===== config.mk =====
export PLATFORM = sky130hd
export DESIGN_NAME = gba_rom_responder
export DESIGN_NICKNAME = d
export VERILOG_FILES = /design/src/rtl/gba_rom_responder.sv
export SDC_FILE = /design/constraint.sdc
export NUM_CORES = 1
export LEC_CHECK = 0
export BUFFER_PORTS_ARGS = -buffer_cell sky130_fd_sc_hd__buf_2
export CORE_UTILIZATION = 49
export CTS_CLUSTER_SIZE = 28
export DETAILED_ROUTE_END_ITERATION = 12
export GPL_TIMING_DRIVEN = 0
export PLACE_DENSITY = 0.84
export SETUP_SLACK_MARGIN = 0.3
export SLEW_MARGIN = 30
export SYNTH_ARGS = -nofsm -noshare
export SYNTH_HDL_FRONTEND = slang
export SYNTH_SLANG_ARGS = --single-unit
export TNS_END_PERCENT = 1

===== constraint.sdc =====
create_clock -name clk -period 1.6 [get_ports clk]
set_input_delay 0.24 -clock clk [delete_from_list [all_inputs] [get_ports clk]]
set_output_delay 0.24 -clock clk [all_outputs]
set_load 0.01 [all_outputs]

===== src/rtl/gba_rom_responder.sv =====
// gba_rom_responder: GBA game-pak ROM bus responder. Latches the halfword address on nCS, prefetches
// over a req/ack memory port and auto-increments per read strobe. Define GBA_ROM_WR_EN for the write path.
module gba_rom_responder #(
    parameter int SYNC_STAGES = 2
) (
    input  logic        clk,
    input  logic        rst,
    input  logic        GBA_nCS,
    input  logic        GBA_nRD,
    input  logic        GBA_nWR,
    input  logic [15:0] GBA_AD_in,
    input  logic [7:0]  GBA_A_in,
    output logic [15:0] ad_out,
    output logic        ad_oe,
    output logic [23:0] mem_addr,
    output logic        mem_req,
    output logic        mem_we,
    output logic [15:0] mem_wdata,
    input  logic        mem_ack,
    input  logic [15:0] mem_rdata,
    output logic        underrun
);

`ifdef GBA_ROM_WR_EN
    typedef enum logic [2:0] {IDLE, FETCH, READY, DRAIN, WRITE} state_t;
`else
    typedef enum logic [1:0] {IDLE, FETCH, READY, DRAIN} state_t;
`endif

    logic [SYNC_STAGES-1:0]       ncs_sync_q, ncs_sync_d, nrd_sync_q, nrd_sync_d;
    logic [SYNC_STAGES-1:0][23:0] addr_pipe_q, addr_pipe_d;
    logic                         ncs_last_q, nrd_last_q;
    logic                         ncs_s, nrd_s, cs_fall, cs_rise, rd_fall, rd_rise;
    logic [23:0]                  pin_addr;

    state_t      state_q, state_d;
    logic [23:0] addr_q, addr_d, pend_addr_q, pend_addr_d;
    logic [15:0] data_q, data_d;
    logic        mem_req_q, mem_req_d, pend_q, pend_d;
    logic        ad_oe_q, ad_oe_d, underrun_q, underrun_d;

`ifdef GBA_ROM_WR_EN
    logic [SYNC_STAGES-1:0] nwr_sync_q, nwr_sync_d;
    logic                   nwr_last_q, nwr_s, wr_start;
    logic                   mem_we_q, mem_we_d, wr_pend_q, wr_pend_d;
    logic [15:0]            mem_wdata_q, mem_wdata_d, wr_data_q, wr_data_d;

    assign nwr_s     = nwr_sync_q[SYNC_STAGES-1];
    assign wr_start  = ~nwr_last_q & nwr_s & ~ncs_s;
    assign mem_we    = mem_we_q;
    assign mem_wdata = mem_wdata_q;
`else
    logic unused_nwr;
    assign unused_nwr = GBA_nWR;
    assign mem_we     = 1'b0;
    assign mem_wdata  = 16'h0000;
`endif

    // Address/data pipeline matches the strobe synchronizer depth so pin_addr lines up with edges.
    assign ncs_s    = ncs_sync_q[SYNC_STAGES-1];
    assign nrd_s    = nrd_sync_q[SYNC_STAGES-1];
    assign pin_addr = addr_pipe_q[SYNC_STAGES-1];
    assign cs_fall  = ncs_last_q & ~ncs_s;
    assign cs_rise  = ~ncs_last_q & ncs_s;
    assign rd_fall  = nrd_last_q & ~nrd_s;
    assign rd_rise  = ~nrd_last_q & nrd_s;

    assign ad_out   = data_q;
    assign ad_oe    = ad_oe_q;
    assign mem_addr = addr_q;
    assign mem_req  = mem_req_q;
    assign underrun = underrun_q;

    always_comb begin
        ncs_sync_d  = {ncs_sync_q[SYNC_STAGES-2:0], GBA_nCS};
        nrd_sync_d  = {nrd_sync_q[SYNC_STAGES-2:0], GBA_nRD};
        addr_pipe_d = {addr_pipe_q[SYNC_STAGES-2:0], {GBA_A_in, GBA_AD_in}};
        state_d     = state_q;
        addr_d      = addr_q;
        data_d      = data_q;
        mem_req_d   = mem_req_q;
        pend_d      = pend_q;
        pend_addr_d = pend_addr_q;
        underrun_d  = 1'b0;
        ad_oe_d     = ~ncs_s & ~nrd_s;
`ifdef GBA_ROM_WR_EN
        nwr_sync_d  = {nwr_sync_q[SYNC_STAGES-2:0], GBA_nWR};
        mem_we_d    = mem_we_q;
        mem_wdata_d = mem_wdata_q;
        wr_pend_d   = wr_pend_q;
        wr_data_d   = wr_data_q;
        ad_oe_d     = ~ncs_s & ~nrd_s & nwr_s;
`endif
        unique case (state_q)
            IDLE: begin
                if (cs_fall) begin
                    addr_d    = pin_addr;
                    mem_req_d = 1'b1;
                    state_d   = FETCH;
                end
            end
            FETCH: begin
                underrun_d = rd_fall & ~mem_ack;
                if (cs_rise) begin
                    if (mem_ack) begin
                        mem_req_d = 1'b0;
                        state_d   = IDLE;
                    end else begin
                        state_d = DRAIN;
                    end
                end else if (mem_ack) begin
                    data_d    = mem_rdata;
                    mem_req_d = 1'b0;
                    state_d   = READY;
`ifdef GBA_ROM_WR_EN
                    if (wr_pend_q || wr_start) begin
                        mem_req_d   = 1'b1;
                        mem_we_d    = 1'b1;
                        mem_wdata_d = wr_pend_q ? wr_data_q : pin_addr[15:0];
                        state_d     = WRITE;
                    end
`endif
                end
`ifdef GBA_ROM_WR_EN
                // A write strobe during a fetch is parked until the read completes.
                if (cs_rise || mem_ack) begin
                    wr_pend_d = 1'b0;
                end else if (wr_start) begin
                    wr_pend_d = 1'b1;
                    wr_data_d = pin_addr[15:0];
                end
`endif
            end
            READY: begin
                if (cs_rise) begin
                    state_d = IDLE;
                end else if (rd_rise && !ncs_s) begin
                    addr_d    = addr_q + 24'd1;
                    mem_req_d = 1'b1;
                    state_d   = FETCH;
                end
`ifdef GBA_ROM_WR_EN
                else if (wr_start) begin
                    mem_req_d   = 1'b1;
                    mem_we_d    = 1'b1;
                    mem_wdata_d = pin_addr[15:0];
                    state_d     = WRITE;
                end
`endif
            end
            DRAIN: begin
                if (cs_fall) begin
                    pend_d      = 1'b1;
                    pend_addr_d = pin_addr;
                end else if (cs_rise) begin
                    pend_d = 1'b0;
                end
                if (mem_ack) begin
                    pend_d = 1'b0;
`ifdef GBA_ROM_WR_EN
                    mem_we_d = 1'b0;
`endif
                    if (cs_fall || (pend_q && !cs_rise)) begin
                        addr_d    = cs_fall ? pin_addr : pend_addr_q;
                        mem_req_d = 1'b1;
                        state_d   = FETCH;
                    end else begin
                        mem_req_d = 1'b0;
                        state_d   = IDLE;
                    end
                end
            end
`ifdef GBA_ROM_WR_EN
            WRITE: begin
                if (cs_rise) begin
                    if (mem_ack) begin
                        mem_req_d = 1'b0;
                        mem_we_d  = 1'b0;
                        state_d   = IDLE;
                    end else begin
                        state_d = DRAIN;
                    end
                end else if (mem_ack) begin
                    addr_d    = addr_q + 24'd1;
                    mem_we_d  = 1'b0;
                    mem_req_d = 1'b1;
                    state_d   = FETCH;
                end
            end
`endif
            default: state_d = IDLE;
        endcase
    end

    always_ff @(posedge clk) begin
        if (rst) begin
            ncs_sync_q  <= '1;
            nrd_sync_q  <= '1;
            ncs_last_q  <= 1'b1;
            nrd_last_q  <= 1'b1;
            addr_pipe_q <= '0;
            state_q     <= IDLE;
            addr_q      <= '0;
            data_q      <= '0;
            mem_req_q   <= 1'b0;
            pend_q      <= 1'b0;
            pend_addr_q <= '0;
            ad_oe_q     <= 1'b0;
            underrun_q  <= 1'b0;
`ifdef GBA_ROM_WR_EN
            nwr_sync_q  <= '1;
            nwr_last_q  <= 1'b1;
            mem_we_q    <= 1'b0;
            mem_wdata_q <= '0;
            wr_pend_q   <= 1'b0;
            wr_data_q   <= '0;
`endif
        end else begin
            ncs_sync_q  <= ncs_sync_d;
            nrd_sync_q  <= nrd_sync_d;
            ncs_last_q  <= ncs_s;
            nrd_last_q  <= nrd_s;
            addr_pipe_q <= addr_pipe_d;
            state_q     <= state_d;
            addr_q      <= addr_d;
            data_q      <= data_d;
            mem_req_q   <= mem_req_d;
            pend_q      <= pend_d;
            pend_addr_q <= pend_addr_d;
            ad_oe_q     <= ad_oe_d;
            underrun_q  <= underrun_d;
`ifdef GBA_ROM_WR_EN
            nwr_sync_q  <= nwr_sync_d;
            nwr_last_q  <= nwr_s;
            mem_we_q    <= mem_we_d;
            mem_wdata_q <= mem_wdata_d;
            wr_pend_q   <= wr_pend_d;
            wr_data_q   <= wr_data_d;
`endif
        end
    end

endmodule

# == Yosys cells after proc, flatten, opt, wreduce, memory -nomap -nowiden ==
# Cells that the tools add are included.
# totals
reg_bits,124
out_inout_bits,60
wordCells,79
# classes
add_sub_neg,1
n_eq_ne,11
muxes,26
n_bitwise,13
n_reduce_logical,14
# ops
op,count
$mux W24,6
$pmux W24 S3,1
$add A24 B1 Y24 const B,1
$mux W2,7
$ne A2 B2 Y1 const B,6
$mux W1,10
$pmux W2 S4,1
$not A1 Y1,7
$and A1 B1 Y1,6
$ne A3 B3 Y1 const B,2
$reduce_and A6 Y1,1
$reduce_bool A3 Y1,2
$reduce_and A5 Y1,1
$eq A2 B2 Y1 const B,2
$pmux W1 S4,1
$reduce_and A4 Y1,1
$reduce_and A3 Y1,1
$eq A2 B1 Y1 const B,1
$logic_and A1 B1 Y1,2
$logic_not A1 Y1,2
$logic_not A2 Y1,1
$reduce_and A2 Y1,1
$reduce_or A2 Y1,1
$logic_or A1 B1 Y1,1

# == Logic depth before layout (Yosys ltp) ==
# Gate-level depths: netlist (run 1).
# depth
word_depth,8
ltp_mapped,8
ltp_nobuf,6

# == Worst setup path after synthesis (run 1) ==
# No wires, ideal clock.
# synth_path
path_type,reg2reg
start,"register addr_q[0], in the netlist mem_addr[0]"
end,"register addr_q[20], in the netlist mem_addr[20]"
t_arrival_ns,1.804
required_time_ns,1.530
slack_ns,-0.274
path_stages_with_launch,7
n_path_buf,0
period_less_slack_ns,1.874
path_cell_list,dfxtp_1 > ha_1 > nand4_1 > nor4_1 > nor4b_1 > o21ai_0 > a21oi_1
# synth_between
elab_chain_len,4
# synth_lines
item,line,rtl
start: declaration,37,"logic [23:0] addr_q, addr_d, pend_addr_q, pend_addr_d;"
start signal: assignment,225,addr_q <= addr_d;
$add A24 B1 Y24,138,addr_d = addr_q + 24'd1;
$mux W24,137,end else if (rd_rise && !ncs_s) begin
$mux W24,135,if (cs_rise) begin
$pmux W24 S3,94,unique case (state_q)
# No other way between the ends. The select of a mux whose other input is x is not followed.
# A chain may end at the register's enable or synchronous reset.

# == Worst setup path after layout (run 1) ==
# layout_path
start,register state_q[1]
end,"register addr_q[17], in the netlist mem_addr[17]"
# layout_between
elab_chain_len,3
elab_cells_between_ends,11
cone_classes,7 x eq/ne; 1 x mux; 3 x reduce/logical
# layout_lines
item,line,rtl
start: declaration,36,"state_t state_q, state_d;"
start signal: assignment,224,state_q <= state_d;
$eq A2 B2 Y1 / $logic_not A2 Y1 (equally long branches),94,
$ne A2 B2 Y1 (no line) / $reduce_bool A3 Y1 (equally long branches),--,
$reduce_and A6 Y1 (no line),--,
# Parallel ways exist; a longest one is shown, timed or not.

==> results of run 1 <==
## cells in the final DEF, fill, tap and decap left out, types with 5 or more instances in the layout
cell type      Yosys  layout
nand4_1            7       7
nor2_1            23      20
o21ai_0           29      14
buf_6              1      12
a31oi_1           13      12
dfxtp_4            0      11
buf_8              0       5
inv_1              9       9
buf_2              6      86
clkbuf_16          0      16
clkbuf_1          30      13
conb_1             1      17
dfxtp_1          124     105
o21ai_1            1      11
nor2b_1           54      53
a221o_1            5       5
nor3_1            10       5
or2_2              8       7
dlygate4sd3_1      0      43
a22o_1             7       7
buf_4             17      40
dfxtp_2            0       8
clkbuf_8           0       7
nand2b_1           6       5
a21oi_1           65      64
nand2_1          107     105
## report_power, final
group	internal, mW	switching [mW]
clock network	2.30	1.43
logic	0.284	0.278
registers	3.15	0.0568
## cells by family after synthesis
family,after synthesis
AOI/OAI and AO/OA,157
adders and majority gates,1
buffers and inverters,65
DFF,124
other,1
and+or+nand+nor,248
## area by class of cell
| type | count | area (sq um) | area share, % |
|---|---|---|---|
| clock buffer | 19 | 442 | 5.95 |
| buffer | 56 | 448 | 6.03 |
| inverter | 9 | 33.8 | 0.455 |
| clock inverter | 13 | 139 | 1.87 |
| tap | 133 | 166 | 2.24 |
| multi-input combinational | 423 | 2590 | 34.9 |
| sequential | 124 | 2530 | 34.1 |
| timing repair buffer | 154 | 1070 | 14.4 |
## per-layer routing
| metal | global-route usage [%] | share of wire (%) | wire length, um |
|---|---|---|---|
| met5 | 0 | 0 | 0 |
| met4 | 15.8 | 5.4 | 901 |
| met3 | 7.74 | 11 | 1850 |
| met2 | 49.4 | 48 | 7990 |
| met1 | 33.5 | 36 | 5950 |
## what timing repair did
item	4_1_cts	5_1_grt
hold buffers	43	0
setup buffers	15	9
setup endpoints to repair	81	88
hold endpoints to repair	43	0
pin swaps	20	14
gates resized for setup	92	58
## worst min-delay path, stage by stage
cell,delay [ns]
buf_2,0.16
a21oi_1,0.14
a21oi_1,0.06
nor2_1,0.07
## synth_stat cells, types with 2 or more instances
library cell	instances	area (sq um)
and4_1	2	17.5
nor2_1	23	86.3
a22o_1	7	61.3
nor4_1	5	31.3
nor4b_1	2	17.5
inv_1	9	33.8
a31oi_1	13	81.3
dfxtp_1	124	2480
nand2b_1	6	37.5
or2_2	8	50.1
o32ai_1	3	26.3
clkbuf_1	30	113
o21a_1	3	22.5
a221o_1	5	50.1
buf_2	6	30.0
and2_1	2	12.5
a221oi_1	4	35.0
a21o_1	2	15.0
nor3_1	10	50.1
nand3b_1	2	15.0
a211o_1	3	26.3
o2bb2ai_1	4	35.0
nand4_1	7	43.8
o21ai_0	29	145
a211oi_1	2	15.0
nor3b_1	4	30.0
nor2b_1	54	338
a21oi_1	65	325
o22ai_1	4	25.0
nand3_1	6	30.0
a222oi_1	3	30.0
buf_4	17	128
and3b_1	2	17.5
nand2_1	107	402
and3_1	3	18.8
## sequential cells by signal, summed over array words and instances, names as in the netlist, 2 cells and up
register / cells
ad_out: 16
addr_pipe_d: 24
mem_addr: 24
ncs_sync_q: 2
nrd_sync_q: 2
pend_addr_q: 24
pin_addr: 24
state_q: 2
## stage by stage
step | hold WS (ns) | area [sq um] | setup TNS [ns]
4_1_cts | 0.131 | 7190 | -2.39
3_3_place_gp | 0.391 | 5760 | -18.50
2_1_floorplan | 0.316 | 5160 | -0.792
3_5_place_dp | 0.398 | 5760 | -21.32
5_1_grt | 0.198 | 7430 | -5.15
6_report | 0.180 | 7430 | -3.14
## worst paths after layout
check                                            endpoint  slack (ns)  cells past startpoint
worst max-delay path            mem_addr[17]$_SDFFE_PP0P_       -0.25                      7
worst min-delay path                  pend_q$_SDFFE_PP0P_        0.18                      4
worst max register to register  mem_addr[17]$_SDFFE_PP0P_       -0.25                      7
worst min register to register   nrd_sync_q[1]$_SDFF_PP1_        0.42                      1
==> impl_metrics.env, run 1 <==
export IMPL_status="finished with violations"
export IMPL_violations="negative setup slack"
export IMPL_path_buf_inv=2
export IMPL_antenna_left=0
export IMPL_path_clk_slew_ns=0.06
export IMPL_fin_crit_ns=1.85
export IMPL_core_area_sq_mm=0.00986
export IMPL_cp_end_kind="flip-flop"
export IMPL_slowest_stage="or4_4"
export IMPL_layout_drive_gt1_share_pct=32.1
export IMPL_synth_seq_cells=124
export IMPL_rsz0062_at_grt="true"
export IMPL_wl_um=16700
export IMPL_start_kind="flip-flop"
export IMPL_path_class="flip-flop to flip-flop"
export IMPL_crit_fanout=6
export IMPL_synth_mux_area_fraction_pct=0
export IMPL_crit_path_start="state_q[1]$_SDFFE_PP0P_"
export IMPL_avgViaCountPerCell=5.87
export IMPL_crit_reg2reg_launch="state_q[1]$_SDFFE_PP0P_"
export IMPL_required_ns=2.03
export IMPL_final_hold_violation_count=0
export IMPL_clk_path_buf_depth=2
export IMPL_seq_area_frac_synth_pct=49.1
export IMPL_antenna_found_initial=0
export IMPL_worstMarginPinSlew_ns=0.767
export IMPL_gr_total_overflow=0
export IMPL_hpwlAfterDp_um=9420
export IMPL_dp_slack_ns=-0.547
export IMPL_cts_root_buf="clkbuf_8"
export IMPL_final_max_slew_viol_count=0
export IMPL_period_share_pct=116
export IMPL_wire_per_inst_um=17.9
export IMPL_crit_family="simple AND/OR/NAND/NOR gates"
export IMPL_die_h_um=104
export IMPL_stdcell_count=931
export IMPL_cts_buffers=17
export IMPL_cp_slowest_stage_delay_ns=0.53
export IMPL_ys_flop_type="dfxtp_1"
export IMPL_path_cells="buf_8, nand2b_4, or4_4, buf_6, nor3_2, a221oi_1, o32ai_2"
export IMPL_drt_iter0_markers=651
export IMPL_dp_cells=832
export IMPL_syn_area_per_cell_sq_um=8.48
export IMPL_grt_util_all_layers_pct=29.2
export IMPL_min_path_type="input port to flip-flop"
export IMPL_htreeDepth=4
export IMPL_maxCapViolations=0
export IMPL_synth_distinct_cells=55
export IMPL_async_flop_share_pct=0
export IMPL_yosys_warnings=0
export IMPL_grt_max_degree=17
export IMPL_clock_latency_ns=0.52
export IMPL_start_util_pct=51.2
export IMPL_syn_to_final_growth_pct=47.0
export IMPL_synth_adder_area_share_pct=0.248
export IMPL_hold_path_startpoint="mem_ack"
export IMPL_p_leak_nw=2.95
export IMPL_slew_headroom_pct=48.9
export IMPL_grt_pass1_wl_um=24800
export IMPL_route_vias_total=5468
export IMPL_max_vdd_ir_drop_v=0.00101
export IMPL_synth_compound_area_share_pct=19.5
export IMPL_synthSimpleGateAreaFrac_pct=24.6
export IMPL_synth_top_family_by_area="simple AND/OR/NAND/NOR gates"
export IMPL_ios=106
export IMPL_place_congestion=0.895
export IMPL_placementRows=36
export IMPL_setup_ws_ns=-0.251
export IMPL_final_nets=832
export IMPL_fin_skew_ns=0.00592
export IMPL_cts_num_sinks=124
export IMPL_drt_pass1_iter_count=8
export IMPL_cts_tree="done"
export IMPL_setup_viol=34
export IMPL_die_area_sq_mm=0.0107
export IMPL_powerDensity_mw_per_mm2=1010
export IMPL_nFillCells=613
export IMPL_synth_edf_count=0
export IMPL_grt_pass1_vias=5024
export IMPL_diodes=0
export IMPL_drc=0
export IMPL_syn_cell_area_sq_mm=0.00505
export IMPL_fin_util_pct=75.3
export IMPL_power_mw=7.51
export IMPL_synth_xor_area_share_pct=0
export IMPL_die_x_um=104
export IMPL_crit_arrival_ns=2.28
export IMPL_synth_cells=596
export IMPL_place_port_buffers=87
export IMPL_max_freq_mhz=540
(Power assumes the default switching activity.)
==> run 2, diff against run 1 <==
--- a/config.mk
+++ b/config.mk
@@ -11,7 +11,6 @@
 export DETAILED_ROUTE_END_ITERATION = 12
 export GPL_TIMING_DRIVEN = 0
 export PLACE_DENSITY = 0.84
-export SETUP_SLACK_MARGIN = 0.3
 export SLEW_MARGIN = 30
 export SYNTH_ARGS = -nofsm -noshare
 export SYNTH_HDL_FRONTEND = slang
==> impl_metrics.env, run 2 (synthesized netlist as in run 1, its figures left out) <==
export IMPL_comb_power_share_pct=7.2
export IMPL_cts_buffers=17
export IMPL_clock_latency_ns=0.52
export IMPL_p_int_mw=5.74
export IMPL_grt_util_all_layers_pct=28.6
export IMPL_violations="negative setup slack"
export IMPL_fin_util_pct=73.6
export IMPL_p_leak_nw=2.88
export IMPL_power_switching_mw=1.73
export IMPL_cp_end_kind="flip-flop"
export IMPL_path_clk_slew_ns=0.06
export IMPL_rsz0062_at_grt="true"
export IMPL_stdcell_count=923
export IMPL_max_freq_mhz=549
export IMPL_powerDensity_mw_per_mm2=1030
export IMPL_diodes=0
export IMPL_drc=0
export IMPL_final_max_slew_viol_count=0
export IMPL_max_vdd_ir_drop_v=0.00101
export IMPL_die_h_um=104
export IMPL_crit_fanout=10
export IMPL_drt_pass1_iter_count=6
export IMPL_gr_total_overflow=0
export IMPL_avgViaCountPerCell=5.64
export IMPL_die_area_sq_mm=0.0107
export IMPL_pwr_share_seq_pct=43.1
export IMPL_cts_num_sinks=124
export IMPL_path_class="flip-flop to flip-flop"
export IMPL_grt_pass1_wl_um=24400
export IMPL_place_congestion=0.895
export IMPL_start_util_pct=51.2
export IMPL_status="finished with violations"
export IMPL_place_port_buffers=87
export IMPL_cts_tree="done"
export IMPL_die_x_um=104
export IMPL_route_vias_total=5207
export IMPL_clkPwrFrac_pct=49.8
export IMPL_core_area_sq_mm=0.00986
export IMPL_fin_crit_ns=1.82
export IMPL_period_share_pct=114
export IMPL_drt_iter0_markers=577
export IMPL_placementRows=36
export IMPL_crit_arrival_ns=2.20
export IMPL_layout_drive_gt1_share_pct=30.8
export IMPL_wire_per_inst_um=16.7
export IMPL_setup_ws_ns=-0.222
export IMPL_syn_to_final_growth_pct=43.7
export IMPL_antenna_found_initial=0
export IMPL_maxCapViolations=0
export IMPL_grt_pass1_vias=4957
export IMPL_antenna_left=0
export IMPL_hpwlAfterDp_um=9420
export IMPL_htreeDepth=4
export IMPL_dp_cells=832
export IMPL_worstMarginPinSlew_ns=0.683
export IMPL_grt_max_degree=17
export IMPL_final_nets=824
export IMPL_required_ns=1.97
export IMPL_cts_root_buf="clkbuf_8"
export IMPL_wl_um=15400
export IMPL_min_path_type="input port to flip-flop"
export IMPL_clk_path_buf_depth=2
export IMPL_final_hold_violation_count=0
export IMPL_holdWs_ns=0.161
export IMPL_slew_headroom_pct=54.5
export IMPL_setup_viol=29
export IMPL_tns_ns=-2.75
export IMPL_swShare_pct=23.2
export IMPL_ios=106
export IMPL_final_cell_mix="nand2_1 (106), dfxtp_1 (106), buf_2 (89)"
export IMPL_start_kind="flip-flop"
export IMPL_fin_skew_ns=0.00804
[run 2: cell types whose count changed in the layout (fill, tap and decap cells not counted), sizes merged]
| cell | change |
|---|---|
| buf | -6 |
| clkbuf | -2 |
[run 2: worst paths after layout]
kind | from | endpoint | slack (ns) | cells past startpoint
setup / recovery | ncs_last_q$_SDFF_PP1_ | mem_addr[17]$_SDFFE_PP0P_ | -0.22 | 6
hold / removal | mem_ack | state_q[0]$_SDFFE_PP0P_ | 0.16 | 3
setup reg to reg | ncs_last_q$_SDFF_PP1_ | mem_addr[17]$_SDFFE_PP0P_ | -0.22 | 6
hold reg to reg | ncs_sync_q[0]$_SDFF_PP1_ | ncs_sync_q[1]$_SDFF_PP1_ | 0.42 | 1
[run 2: through the flow]
stage / area (sq um) / power (mW) / setup slack, ns
finish: 7260 / 7.47 / -0.222
global route: 7260 / 7.68 / -0.259
CTS: 7130 / 7.44 / -0.134
detailed placement: 5760 / 3.67 / -0.547
global placement: 5760 / 3.66 / -0.497
floorplan: 5160 / 3.52 / -0.135
[run 2: worst max-delay path, stage by stage (launching register included)]
cell and delay, ns:
dfxtp_2 0.42, nor2b_1 0.16, buf_4 0.19, nor2_2 0.10, clkbuf_8 0.17, a221oi_1 0.47
o32ai_2 0.16
[run 2: layer usage]
layer | wire length [um] | vias to the layer above | GRT usage, %
li1 | - | 2411 | -
met1 | 5830 | 2405 | 32.9
met2 | 7630 | 340 | 48.8
met3 | 1520 | 51 | 7.43
met4 | 464 | 0 | 14.8
met5 | 0 | - | 0
[run 2: timing repair]
action	4_1_cts	5_1_grt
pin swaps	16	9
hold buffers	43	0
endpoints found under the hold margin	43	0
endpoints found under the setup margin	62	57
gates resized for setup	74	49
buffers inserted	15	3
[run 2: area by class of cell]
cell class | count | area [sq um]
Clock inverter | 13 | 139
Clock buffer | 19 | 442
Fill cell | 665 | 2610
Timing Repair Buffer | 148 | 1010
Inverter | 9 | 33.8
Multi-Input combinational cell | 423 | 2560
Buffer | 54 | 387
Tap cell | 133 | 166
Sequential cell | 124 | 2520
[run 2: power groups by stage]
stage | combinational (mW) | clock [mW] | sequential (mW)
CTS | 0.500 | 3.73 | 3.21
global placement | 0.379 | 0 | 3.28
detailed placement | 0.388 | 0 | 3.28
floorplan | 0.245 | 0 | 3.27
finish | 0.536 | 3.72 | 3.21
global route | 0.578 | 3.88 | 3.22
==> run 3, diff against run 2 <==
--- a/config.mk
+++ b/config.mk
@@ -6,11 +6,11 @@
 export NUM_CORES = 1
 export LEC_CHECK = 0
 export BUFFER_PORTS_ARGS = -buffer_cell sky130_fd_sc_hd__buf_2
-export CORE_UTILIZATION = 49
+export CORE_UTILIZATION = 45
 export CTS_CLUSTER_SIZE = 28
 export DETAILED_ROUTE_END_ITERATION = 12
 export GPL_TIMING_DRIVEN = 0
-export PLACE_DENSITY = 0.84
+export PLACE_DENSITY = 0.78
 export SLEW_MARGIN = 30
 export SYNTH_ARGS = -nofsm -noshare
 export SYNTH_HDL_FRONTEND = slang
==> constraint.sdc (replaced) <==
create_clock -name clk -period 1.6 [get_ports clk]
set_input_delay 0.4 -clock clk [delete_from_list [all_inputs] [get_ports clk]]
set_output_delay 0.4 -clock clk [all_outputs]
set_load 0.01 [all_outputs]
==> impl_metrics.env, run 3 (synthesized netlist as in run 1, its figures left out) <==
export IMPL_crit_arrival_ns=2.25
export IMPL_nFillCells=879
export IMPL_placementRows=38
export IMPL_status="finished with violations"
export IMPL_cts_buffers=17
export IMPL_diodes=0
export IMPL_tns_ns=-5.20
export IMPL_die_area_sq_mm=0.0117
export IMPL_rrSetupSlack_ns=-0.20
export IMPL_whs_endpoint="nrd_sync_q[0]$_SDFF_PP1_"
export IMPL_die_h_um=108
export IMPL_antenna_left=0
export IMPL_clk_path_buf_depth=2
export IMPL_layout_drive_gt1_share_pct=30.3
export IMPL_place_congestion=0.875
export IMPL_wl_um=13800
export IMPL_fin_util_pct=62.2
export IMPL_route_vias_total=4833
export IMPL_start_util_pct=46.4
export IMPL_path_clk_slew_ns=0.06
export IMPL_drt_iter0_markers=368
export IMPL_max_vdd_ir_drop_v=0.00101
export IMPL_cts_num_sinks=124
export IMPL_layout_commonest_cell="dfxtp_1"
export IMPL_avgViaCountPerCell=5.45
export IMPL_period_share_pct=113
export IMPL_start_kind="flip-flop"
export IMPL_syn_to_final_growth_pct=34.1
export IMPL_final_hold_violation_count=0
export IMPL_hold_path_startpoint="GBA_nRD"
export IMPL_drt_pass1_iter_count=5
export IMPL_antenna_found_initial=0
export IMPL_fin_crit_ns=1.80
export IMPL_final_max_slew_viol_count=0
export IMPL_die_x_um=108
export IMPL_max_freq_mhz=555
export IMPL_rsz0062_at_grt="true"
export IMPL_timing_rr_end="mem_addr[21]$_SDFFE_PP0P_"
export IMPL_violations="negative setup slack"
export IMPL_grt_util_all_layers_pct=24.4
export IMPL_grt_pass1_vias=4501
export IMPL_dp_slack_ns=-0.557
export IMPL_hold_buffers=0
export IMPL_crit_reg2reg_launch="state_q[1]$_SDFFE_PP0P_"
export IMPL_wire_per_inst_um=15.6
export IMPL_dp_cells=839
export IMPL_setup_viol=54
export IMPL_p_leak_nw=2.69
export IMPL_htreeDepth=4
export IMPL_cp_end_kind="flip-flop"
export IMPL_place_port_buffers=87
export IMPL_maxCapViolations=0
export IMPL_path_class="flip-flop to flip-flop"
export IMPL_stdcell_count=886
export IMPL_hpwlAfterDp_um=9490
export IMPL_setup_ws_ns=-0.202
export IMPL_final_cell_mix="dfxtp_1 (107), nand2_1 (106), buf_2 (90)"
export IMPL_powerDensity_mw_per_mm2=1130
export IMPL_core_area_sq_mm=0.0109
export IMPL_holdWs_ns=0.0617
export IMPL_ios=106
export IMPL_fin_skew_ns=0.00961
export IMPL_grt_pass1_wl_um=21900
export IMPL_slew_headroom_pct=55.9
export IMPL_min_path_type="input port to flip-flop"
export IMPL_crit_fanout=6
export IMPL_drc=0
export IMPL_r2r_worst_path_cells=7
export IMPL_final_nets=780
export IMPL_cts_tree="done"
export IMPL_gr_total_overflow=0
export IMPL_worstMarginPinSlew_ns=0.661
export IMPL_cts_root_buf="clkbuf_8"
export IMPL_clock_latency_ns=0.52
export IMPL_required_ns=2.05
export IMPL_grt_max_degree=17
export IMPL_hold_depth=2
==> run 3: area by class of cell <==
cell class | count | area [sq um] | share of cell area, %
plain buffers | 55 | 360 | 5.32
clock inverters | 12 | 185 | 2.73
multi-input cells | 423 | 2500 | 36.9
clock buffers | 20 | 445 | 6.58
flip-flops and latches | 124 | 2520 | 37.1
inverters | 9 | 33.8 | 0.499
repair buffers | 103 | 556 | 8.20
well taps | 140 | 175 | 2.59
==> run 3: worst max path at each step <==
stage,slack (ns),end,depth (start not counted),startpoint
floorplan,-0.13,mem_addr[21]$_SDFFE_PP0P_,7,state_q[1]$_SDFFE_PP0P_
global placement,-0.53,mem_addr[18]$_SDFFE_PP0P_,7,state_q[0]$_SDFFE_PP0P_
detailed placement,-0.56,mem_addr[7]$_SDFFE_PP0P_,7,state_q[0]$_SDFFE_PP0P_
CTS,-0.17,mem_addr[21]$_SDFFE_PP0P_,7,state_q[1]$_SDFFE_PP0P_
global route,-0.31,mem_addr[20]$_SDFFE_PP0P_,6,mem_addr[7]$_SDFFE_PP0P_
finish,-0.20,mem_addr[21]$_SDFFE_PP0P_,7,state_q[1]$_SDFFE_PP0P_
==> run 3: power by group <==
group / switching (mW) / internal, mW
logic: 0.233 / 0.191
clock network: 1.40 / 2.63
registers: 0.0483 / 3.16
total: 1.68 / 5.99
==> run 3: worst max-delay path, cell delays in order (launching register included) <==
cell and delay, ns:
dfxtp_4 0.36, buf_8 0.12, nand2b_4 0.07, or4_4 0.54, buf_8 0.16, nor4_4 0.21
a221oi_2 0.09, o221ai_2 0.18
==> run 3: metrics by stage <==
stage	instance area, sq um	power [mW]
final	6770	7.67
after global routing	6770	7.90
after CTS	6690	7.70
after detailed placement	5770	3.67
after global placement	5770	3.66
after floorplan	5160	3.52
==> run 3: per-layer routing <==
| layer | part of all wire (%) | track usage [%] | wire length [um] | vias up |
|---|---|---|---|---|
| met5 | 0 | 0 | 0 | - |
| met4 | 3.1 | 13.3 | 432 | 0 |
| met3 | 8.0 | 5.97 | 1100 | 38 |
| met2 | 46 | 38.4 | 6400 | 253 |
| met1 | 43 | 30.6 | 5870 | 2224 |
| li1 | - | - | - | 2318 |
==> run 3: timing repair <==
action / 4_1_cts / 5_1_grt
gates resized for setup: 53 / 34
pin swaps: 11 / 6
endpoints found under the setup margin: 61 / 62
setup buffers: 14 / 2
